### config.mk
export PLATFORM = sky130hd
export DESIGN_NAME = cache_state_array_flat
export DESIGN_NICKNAME = d
export VERILOG_FILES = /design/src/rtl/cache_state_array_if.sv /design/src/rtl/cache_state_array.sv /design/src/flat_wrapper.sv
export SDC_FILE = /design/constraint.sdc
export NUM_CORES = 1
export LEC_CHECK = 0
export CAP_MARGIN = 20
export CORE_ASPECT_RATIO = 0.5
export CORE_MARGIN = 4
export CORE_UTILIZATION = 50
export CTS_BUF_LIST = sky130_fd_sc_hd__clkbuf_8
export DETAILED_ROUTE_END_ITERATION = 16
export HOLD_SLACK_MARGIN = 0.1
export PLACE_DENSITY = 0.69
export SYNTH_ARGS = -nofsm -noshare
export SYNTH_HDL_FRONTEND = slang
export SYNTH_SLANG_ARGS = --single-unit
### constraint.sdc
create_clock -name clk -period 2.67 [get_ports clk]
set_input_delay 0.534 -clock clk [delete_from_list [all_inputs] [get_ports clk]]
set_output_delay 0.534 -clock clk [all_outputs]
set_load 0.01 [all_outputs]
### src/rtl/cache_state_array_if.sv
`default_nettype none
// +--------------------------------------------------------------------------+
// | cache_state_array_if                                                     |
// | Lookup, update, flush and writeback signals of the cache state array.    |
// | Revision: 1.0                                                            |
// +--------------------------------------------------------------------------+
interface cache_state_array_if #(
  parameter int INDEXWIDTH = 6,
  parameter int WAYS       = 2
);
  localparam int WAYW = $clog2(WAYS);

  logic                  rd_en;
  logic [INDEXWIDTH-1:0] rd_index;
  logic [WAYS-1:0]       rd_valid;
  logic [WAYS-1:0]       rd_dirty;
  logic [WAYW-1:0]       victim_way;
  logic                  upd_en;
  logic [INDEXWIDTH-1:0] upd_index;
  logic [WAYW-1:0]       upd_way;
  logic                  upd_valid;
  logic                  upd_dirty;
  logic                  upd_touch;
  logic                  flush_req;
  logic                  flush_busy;
  logic                  flush_done;
  logic                  wb_req;
  logic [INDEXWIDTH-1:0] wb_index;
  logic [WAYW-1:0]       wb_way;
  logic                  wb_ack;

  modport master (
    output rd_en, rd_index, upd_en, upd_index, upd_way, upd_valid, upd_dirty,
           upd_touch, flush_req, wb_ack,
    input  rd_valid, rd_dirty, victim_way, flush_busy, flush_done, wb_req,
           wb_index, wb_way
  );

  modport slave (
    input  rd_en, rd_index, upd_en, upd_index, upd_way, upd_valid, upd_dirty,
           upd_touch, flush_req, wb_ack,
    output rd_valid, rd_dirty, victim_way, flush_busy, flush_done, wb_req,
           wb_index, wb_way
  );
endinterface
`default_nettype wire

### src/rtl/cache_state_array.sv
`default_nettype none
// +--------------------------------------------------------------------------+
// | cache_state_array                                                        |
// | Per-set valid/dirty/tree-PLRU state with a flush engine.                 |
// | Define CACHE_FLUSH_WB_EN to build the dirty-line writeback handshake.    |
// | Revision: 1.0                                                            |
// +--------------------------------------------------------------------------+
module cache_state_array #(
  parameter int INDEXWIDTH = 6,
  parameter int WAYS       = 2
) (
  input  logic               clk,
  input  logic               rst,
  cache_state_array_if.slave bus
);
  localparam int SETS  = 2 ** INDEXWIDTH;
  localparam int WAYW  = $clog2(WAYS);
  localparam int SCANW = INDEXWIDTH + WAYW;

  typedef enum logic [1:0] {
    S_IDLE = 2'd0,
    S_SCAN = 2'd1,
    S_WB   = 2'd2,
    S_DONE = 2'd3
  } state_t;

  state_t                r_state;
  logic [WAYS-1:0]       r_valid [SETS];
  logic [WAYS-1:0]       r_dirty [SETS];
  // Heap-ordered tree nodes 1..WAYS-1; bit 0 is never written.
  logic [WAYS-1:0]       r_plru  [SETS];
  logic [SCANW-1:0]      r_scan;
  logic                  r_flush_busy;
  logic                  r_flush_done;

  logic [INDEXWIDTH-1:0] w_scan_index;
  logic [WAYW-1:0]       w_scan_way;
  logic                  w_scan_last;
  logic [WAYS-1:0]       w_sel_valid;
  logic [WAYW-1:0]       w_victim;

  function automatic logic [WAYW-1:0] plru_victim(input logic [WAYS-1:0] tree);
    logic [WAYW:0] node;
    node = (WAYW+1)'(1);
    for (int lvl = 0; lvl < WAYW; lvl++)
      node = {node[WAYW-1:0], tree[node[WAYW-1:0]]};
    return node[WAYW-1:0];
  endfunction

  function automatic logic [WAYS-1:0] plru_touch(input logic [WAYS-1:0] tree,
                                                 input logic [WAYW-1:0] way);
    logic [WAYS-1:0] t;
    logic [WAYW:0]   node;
    t    = tree;
    node = (WAYW+1)'(1);
    for (int lvl = 0; lvl < WAYW; lvl++) begin
      t[node[WAYW-1:0]] = ~way[WAYW-1-lvl];
      node = {node[WAYW-1:0], way[WAYW-1-lvl]};
    end
    return t;
  endfunction

  assign w_scan_index = r_scan[SCANW-1:WAYW];
  assign w_scan_way   = r_scan[WAYW-1:0];
  assign w_scan_last  = &r_scan;

  always_comb begin
    w_sel_valid = r_valid[bus.rd_index];
    w_victim    = plru_victim(r_plru[bus.rd_index]);
    // Descending walk leaves the lowest invalid way selected.
    for (int w = WAYS - 1; w >= 0; w--)
      if (!w_sel_valid[w]) w_victim = WAYW'(w);
  end

  assign bus.rd_valid   = bus.rd_en ? w_sel_valid : '0;
  assign bus.rd_dirty   = bus.rd_en ? r_dirty[bus.rd_index] : '0;
  assign bus.victim_way = bus.rd_en ? w_victim : '0;
  assign bus.flush_busy = r_flush_busy;
  assign bus.flush_done = r_flush_done;

`ifdef CACHE_FLUSH_WB_EN
  logic                  r_wb_req;
  logic [INDEXWIDTH-1:0] r_wb_index;
  logic [WAYW-1:0]       r_wb_way;

  assign bus.wb_req   = r_wb_req;
  assign bus.wb_index = r_wb_index;
  assign bus.wb_way   = r_wb_way;
`else
  logic w_unused_wb_ack;

  assign w_unused_wb_ack = bus.wb_ack;
  assign bus.wb_req      = 1'b0;
  assign bus.wb_index    = '0;
  assign bus.wb_way      = '0;
`endif

  always_ff @(posedge clk) begin
    if (rst) begin
      r_state      <= S_IDLE;
      r_scan       <= '0;
      r_flush_busy <= 1'b0;
      r_flush_done <= 1'b0;
`ifdef CACHE_FLUSH_WB_EN
      r_wb_req     <= 1'b0;
      r_wb_index   <= '0;
      r_wb_way     <= '0;
`endif
      for (int s = 0; s < SETS; s++) begin
        r_valid[s] <= '0;
        r_dirty[s] <= '0;
        r_plru[s]  <= '0;
      end
    end else begin
      case (r_state)
        S_IDLE: begin
          if (bus.upd_en) begin
            r_valid[bus.upd_index][bus.upd_way] <= bus.upd_valid;
            r_dirty[bus.upd_index][bus.upd_way] <= bus.upd_valid & bus.upd_dirty;
            if (bus.upd_touch)
              r_plru[bus.upd_index] <= plru_touch(r_plru[bus.upd_index], bus.upd_way);
          end
          if (bus.flush_req) begin
            r_state      <= S_SCAN;
            r_scan       <= '0;
            r_flush_busy <= 1'b1;
          end
        end
        S_SCAN: begin
`ifdef CACHE_FLUSH_WB_EN
          if (r_valid[w_scan_index][w_scan_way] && r_dirty[w_scan_index][w_scan_way]) begin
            r_state    <= S_WB;
            r_wb_req   <= 1'b1;
            r_wb_index <= w_scan_index;
            r_wb_way   <= w_scan_way;
          end else begin
            r_valid[w_scan_index][w_scan_way] <= 1'b0;
            r_dirty[w_scan_index][w_scan_way] <= 1'b0;
            r_scan <= r_scan + SCANW'(1);
            if (w_scan_last) begin
              r_state      <= S_DONE;
              r_flush_done <= 1'b1;
            end
          end
`else
          r_valid[w_scan_index][w_scan_way] <= 1'b0;
          r_dirty[w_scan_index][w_scan_way] <= 1'b0;
          r_scan <= r_scan + SCANW'(1);
          if (w_scan_last) begin
            r_state      <= S_DONE;
            r_flush_done <= 1'b1;
          end
`endif
        end
`ifdef CACHE_FLUSH_WB_EN
        S_WB: begin
          if (bus.wb_ack) begin
            r_valid[w_scan_index][w_scan_way] <= 1'b0;
            r_dirty[w_scan_index][w_scan_way] <= 1'b0;
            r_wb_req   <= 1'b0;
            r_wb_index <= '0;
            r_wb_way   <= '0;
            r_scan     <= r_scan + SCANW'(1);
            if (w_scan_last) begin
              r_state      <= S_DONE;
              r_flush_done <= 1'b1;
            end else begin
              r_state <= S_SCAN;
            end
          end
        end
`endif
        S_DONE: begin
          r_flush_done <= 1'b0;
          r_flush_busy <= 1'b0;
          r_state      <= S_IDLE;
          for (int s = 0; s < SETS; s++)
            r_plru[s] <= '0;
        end
        default: r_state <= S_IDLE;
      endcase
    end
  end
endmodule
`default_nettype wire

### src/flat_wrapper.sv
// flat-port wrapper written by rule: the top's interface ports become plain ports
module cache_state_array_flat 
#(
  parameter int INDEXWIDTH = 6,
  parameter int WAYS       = 2
)
  (clk, rst, bus_rd_en, bus_rd_index, bus_upd_en, bus_upd_index, bus_upd_way, bus_upd_valid, bus_upd_dirty, bus_upd_touch, bus_flush_req, bus_wb_ack, bus_rd_valid, bus_rd_dirty, bus_victim_way, bus_flush_busy, bus_flush_done, bus_wb_req, bus_wb_index, bus_wb_way);
  cache_state_array_if #(.INDEXWIDTH(INDEXWIDTH), .WAYS(WAYS)) bus_i ();
  input  logic clk;
  input  logic rst;
  input wire logic [$bits(bus_i.rd_en)-1:0] bus_rd_en;
  input wire logic [$bits(bus_i.rd_index)-1:0] bus_rd_index;
  input wire logic [$bits(bus_i.upd_en)-1:0] bus_upd_en;
  input wire logic [$bits(bus_i.upd_index)-1:0] bus_upd_index;
  input wire logic [$bits(bus_i.upd_way)-1:0] bus_upd_way;
  input wire logic [$bits(bus_i.upd_valid)-1:0] bus_upd_valid;
  input wire logic [$bits(bus_i.upd_dirty)-1:0] bus_upd_dirty;
  input wire logic [$bits(bus_i.upd_touch)-1:0] bus_upd_touch;
  input wire logic [$bits(bus_i.flush_req)-1:0] bus_flush_req;
  input wire logic [$bits(bus_i.wb_ack)-1:0] bus_wb_ack;
  output wire logic [$bits(bus_i.rd_valid)-1:0] bus_rd_valid;
  output wire logic [$bits(bus_i.rd_dirty)-1:0] bus_rd_dirty;
  output wire logic [$bits(bus_i.victim_way)-1:0] bus_victim_way;
  output wire logic [$bits(bus_i.flush_busy)-1:0] bus_flush_busy;
  output wire logic [$bits(bus_i.flush_done)-1:0] bus_flush_done;
  output wire logic [$bits(bus_i.wb_req)-1:0] bus_wb_req;
  output wire logic [$bits(bus_i.wb_index)-1:0] bus_wb_index;
  output wire logic [$bits(bus_i.wb_way)-1:0] bus_wb_way;
  assign bus_i.rd_en = bus_rd_en;
  assign bus_i.rd_index = bus_rd_index;
  assign bus_i.upd_en = bus_upd_en;
  assign bus_i.upd_index = bus_upd_index;
  assign bus_i.upd_way = bus_upd_way;
  assign bus_i.upd_valid = bus_upd_valid;
  assign bus_i.upd_dirty = bus_upd_dirty;
  assign bus_i.upd_touch = bus_upd_touch;
  assign bus_i.flush_req = bus_flush_req;
  assign bus_i.wb_ack = bus_wb_ack;
  assign bus_rd_valid = bus_i.rd_valid;
  assign bus_rd_dirty = bus_i.rd_dirty;
  assign bus_victim_way = bus_i.victim_way;
  assign bus_flush_busy = bus_i.flush_busy;
  assign bus_flush_done = bus_i.flush_done;
  assign bus_wb_req = bus_i.wb_req;
  assign bus_wb_index = bus_i.wb_index;
  assign bus_wb_way = bus_i.wb_way;
  cache_state_array #(.INDEXWIDTH(INDEXWIDTH), .WAYS(WAYS)) u_core (.clk(clk), .rst(rst), .bus(bus_i));
endmodule
==> results by stage <==
Run status:
- The flow ran to the end, but the final reports show violations.
- The final reports fail on setup timing.

Logic synthesis:
- The cell count after synthesis came out at 1,310.
- The main flop type after synthesis is sky130_fd_sc_hd__edfxtp_1.
- Yosys mapped a number of flops with a built-in enable equal to 320.
- The sequential-to-total area share from yosys stat is 60.0%.
- The synthesized-area fraction occupied by adder cells is 0.0764%.
- The combinational family with the most area after synthesis is multiplexers.
- Of the total synthesized cell area, the portion taken by XOR and XNOR cells is 0%.
- In this run the cell area of the synthesized design comes to 16,400 um2.
- The synthesized netlist contains 52 unique library cells.
- In the synthesized netlist the async set-or-reset flop fraction comes to 0%.
- The mean cell area of the mapped netlist is 12.5 um2.
- After synthesis, the share of cell area in mux cells is 13.7%.
- The synthesized netlist devotes 9.91% of its cell area to compound gates.
- After Yosys synthesis, and, or, nand and nor cells account for 12.8% of the synthesized area.
- The number of warnings issued by yosys is 0.
- After synthesis the netlist holds a flip-flop and latch count of 331.

Clock tree:
- The clock tree from TritonCTS is yes.
- In this run the deepest clock path goes through 3 buffers.
- The clock-pin slew on the worst setup and hold paths is 60 ps.
- Counting the buffers created by CTS gives 49.
- In this run the number of H-tree levels came out at 2.
- Clock tree synthesis found a total of 331 sinks.
- The root cell of the clock tree is sky130_fd_sc_hd__clkbuf_8.
- The later pin in the worst-skew pair is clocked with a latency of 610 ps.

Finish:
- The number of inserted filler cells in the final layout is 2,497.
- Once layout is complete, the cells apart from fillers number 1,900.
- The growth of design area from synthesis to finish is 17.0%.
- The number of nets in the layout is 1,458.
- The fraction of final layout cells with drive strength greater than 1 is 24.0%.
- Leaving out fill and tap cells, the most frequent cell in the layout is sky130_fd_sc_hd__nor2_1.
- The area occupied by multi-input gates is 6130 um2.
- The final cell area excluding filler cells is 19,200 um2.
- The register area is 9830 um2.
- The antenna cell count is 0.
- The library cells used most frequently in the layout, excluding fill and tap cells, are sky130_fd_sc_hd__nor2_1, sky130_fd_sc_hd__edfxtp_1, sky130_fd_sc_hd__buf_4.

STA:
- The worst clock skew is 22.8 ps.
- The final number of hold-violating endpoints is 0.
- Setup repair after global routing could not meet its margin everywhere.
- Counting I/O delays and the setup requirement, the final critical path takes 3130 ps.
- The count of final max-slew check failures is 0.
- Setup slack on the critical path of the routed design comes to -457 ps.
- Setup violations remaining at the end of the flow were counted as 5.
- Headroom to the max-slew limit came out at 43.2%.
- The transition time at the pin with the least slew margin is 849 ps.
- The highest attainable clock frequency is 320 MHz.
- After layout, the worst path uses 117% of the clock period.

Hold path:
- The class of the most critical hold timing path is reg2reg.

Floorplan:
- The number of primary I/O pins is 37.
- In this run the vertical extent of the chip is 136 um.
- The initial cell density of the core is 51.2%.
- The area of the core region is 32,000 um2.
- The die outline area is 35,900 um2.
- The initialized floorplan defines 46 standard-cell rows.
- The floorplan die width is 264 um.

Power:
- Across the VDD grid, the largest voltage drop is 0.343 mV.
- The leakage power figure is 6.91 nW.
- The power density of the placed cells is 567 nW/um2.

Worst setup path:
- Data arrives at the worst endpoint at 2590 ps.
- The required time reported for the critical path endpoint is 2140 ps.
- The critical path capture point type is an output pin.
- Along the worst path, the maximum fanout reaches 7.
- The worst setup path is of the in2out kind.
- The worst setup path is launched from an input pin.

GRT:
- The number of antenna violations at the first check in global routing is 0.
- Entering global routing, the biggest net connects 66 pins.
- Global routing finished with a remaining overflow of 0.
- The overall global routing resource usage is 25.3%.
- The number of global-route vias before repair came to 11.4k.
- The first global-routing pass estimated 68,300 um of wire.

Place:
- Routability-driven placement finished with a final weighted congestion of 0.917.
- Buffers placed on the I/O ports in this run total 27.
- Once placement finished, the instance area stood at 18,000 um2.
- The sum of net half-perimeters after detailed placement is 30,100 um.
- The number of placed instances, taps included, is 1,805.

Routing:
- The via count normalized by instance count is 6.12.
- Before antenna repair, the detailed router went through 6 iterations.
- The routed layout has 11.6k vias.
- The iteration-0 DRC count of the detailed router is 1,678.
- For this run, design rule violations remaining after detail routing come to 0.
- The detail route stage leaves a number of antenna-violating nets equal to 0.
- After detailed routing, the average wire length per cell comes to 23.7 um.
- Summed over all layers, the routed wires come to 45,100 um.

Flow run:
- The max capacitance violation total is 0.
[sequential cells by signal (all words and copies together) (netlist names)]
| signal | flops |
|---|---|
| u_core.r_state | 2 |
| u_core.bus.flush_busy | 1 |
| u_core.r_dirty | 128 |
| u_core.r_plru | 64 |
| u_core.r_scan | 7 |
| u_core.r_valid | 128 |
| u_core.bus.flush_done | 1 |
[area by class of cell]
| class | count | area share, % |
|---|---|---|
| sequential | 331 | 51.3 |
| multi-input combinational | 865 | 32.0 |
| timing repair buffer | 184 | 9.51 |
| clock buffer | 51 | 3.66 |
| tap | 432 | 2.82 |
| clock inverter | 33 | 0.685 |
| inverter | 4 | 0.0783 |
[worst paths after layout]
kind                                                         start                                   to  slack (ps)  depth (start not counted)
worst max register to register      u_core.r_state[1]$_SDFFE_PP0P_  u_core.r_dirty[11][0]$_SDFFCE_PN0P_         160                          6
worst min-delay path            u_core.bus.flush_busy$_SDFFE_PP0P_   u_core.bus.flush_busy$_SDFFE_PP0P_         460                          2
worst min register to register  u_core.bus.flush_busy$_SDFFE_PP0P_   u_core.bus.flush_busy$_SDFFE_PP0P_         460                          2
worst max-delay path                               bus_rd_index[0]                       bus_victim_way        -460                         10
[routing by layer]
layer  share of wire [%]  global-route usage (%)  wire (um)
met4                 3.0                    8.76       1360
met1                  39                    34.4      17500
met5                   0                       0          0
met3                  11                    6.38       5130
met2                  47                    40.5      21100
[through the flow]
stage / worst slack, ps / total power (W) / hold WS, ps / utilization (%) / TNS, ps
after floorplan: 7.70 / 0.00672 / 481 / - / 0
final: -457 / 0.0109 / 459 / 59.9 / -1670
after global placement: -900 / 0.00714 / 444 / 56.3 / -13330
after CTS: -425 / 0.0109 / 457 / 59.8 / -1870
after global routing: -495 / 0.0112 / 498 / 59.9 / -1910
after detailed placement: -989 / 0.00718 / 448 / 56.4 / -11250
[logic make-up (layout without fill, tap and decap cells)]
kind of cell | count (synthesis) | in the layout
AOI/OAI and AO/OA | 239 | 239
adders and majority gates | 1 | 1
DFF | 331 | 331
other | 1 | 8
and+or+nand+nor | 504 | 504
buffers and inverters | 121 | 272
muxes | 113 | 113
[report_power, final]
group	internal, W	total, W	switching (W)
registers	0.00585	0.00591	0.0000603
logic	0.000562	0.00124	0.000683
clock network	0.00175	0.00371	0.00196
total	0.00817	0.0109	0.00270
[Yosys cell counts, types with 11 or more instances]
cell	count	area (um2)
sky130_fd_sc_hd__nor2_1	358	1340
sky130_fd_sc_hd__o21ai_0	67	335
sky130_fd_sc_hd__mux4_2	89	2000
sky130_fd_sc_hd__clkbuf_1	67	251
sky130_fd_sc_hd__buf_2	18	90.1
sky130_fd_sc_hd__a21o_1	65	488
sky130_fd_sc_hd__nor2b_1	13	81.3
sky130_fd_sc_hd__o21bai_1	65	488
sky130_fd_sc_hd__dfxtp_1	11	220
sky130_fd_sc_hd__mux2i_1	20	200
sky130_fd_sc_hd__a22oi_1	12	90.1
sky130_fd_sc_hd__buf_1	13	48.8
sky130_fd_sc_hd__buf_4	12	90.1
sky130_fd_sc_hd__nand2_1	75	282
sky130_fd_sc_hd__edfxtp_1	320	9610
[worst max-delay path, stage by stage]
cell	delay, ps
sky130_fd_sc_hd__buf_12	130
sky130_fd_sc_hd__buf_16	150
sky130_fd_sc_hd__buf_4	150
sky130_fd_sc_hd__mux4_2	350
sky130_fd_sc_hd__mux2i_2	90
sky130_fd_sc_hd__mux4_2	490
sky130_fd_sc_hd__o22ai_4	240
sky130_fd_sc_hd__buf_6	140
sky130_fd_sc_hd__o41a_1	170
sky130_fd_sc_hd__buf_2	150
[timing repair]
action / 4_1_cts / 5_1_grt
setup buffers: 10 / 1
hold endpoints to repair: 0 / 0
hold buffers: 0 / 0
cloned: 4 / 0
resized for setup: 52 / 7
pin swaps: 12 / 3
endpoints found under the setup margin: 5 / 13
Power figures use the tool's default switching activity.
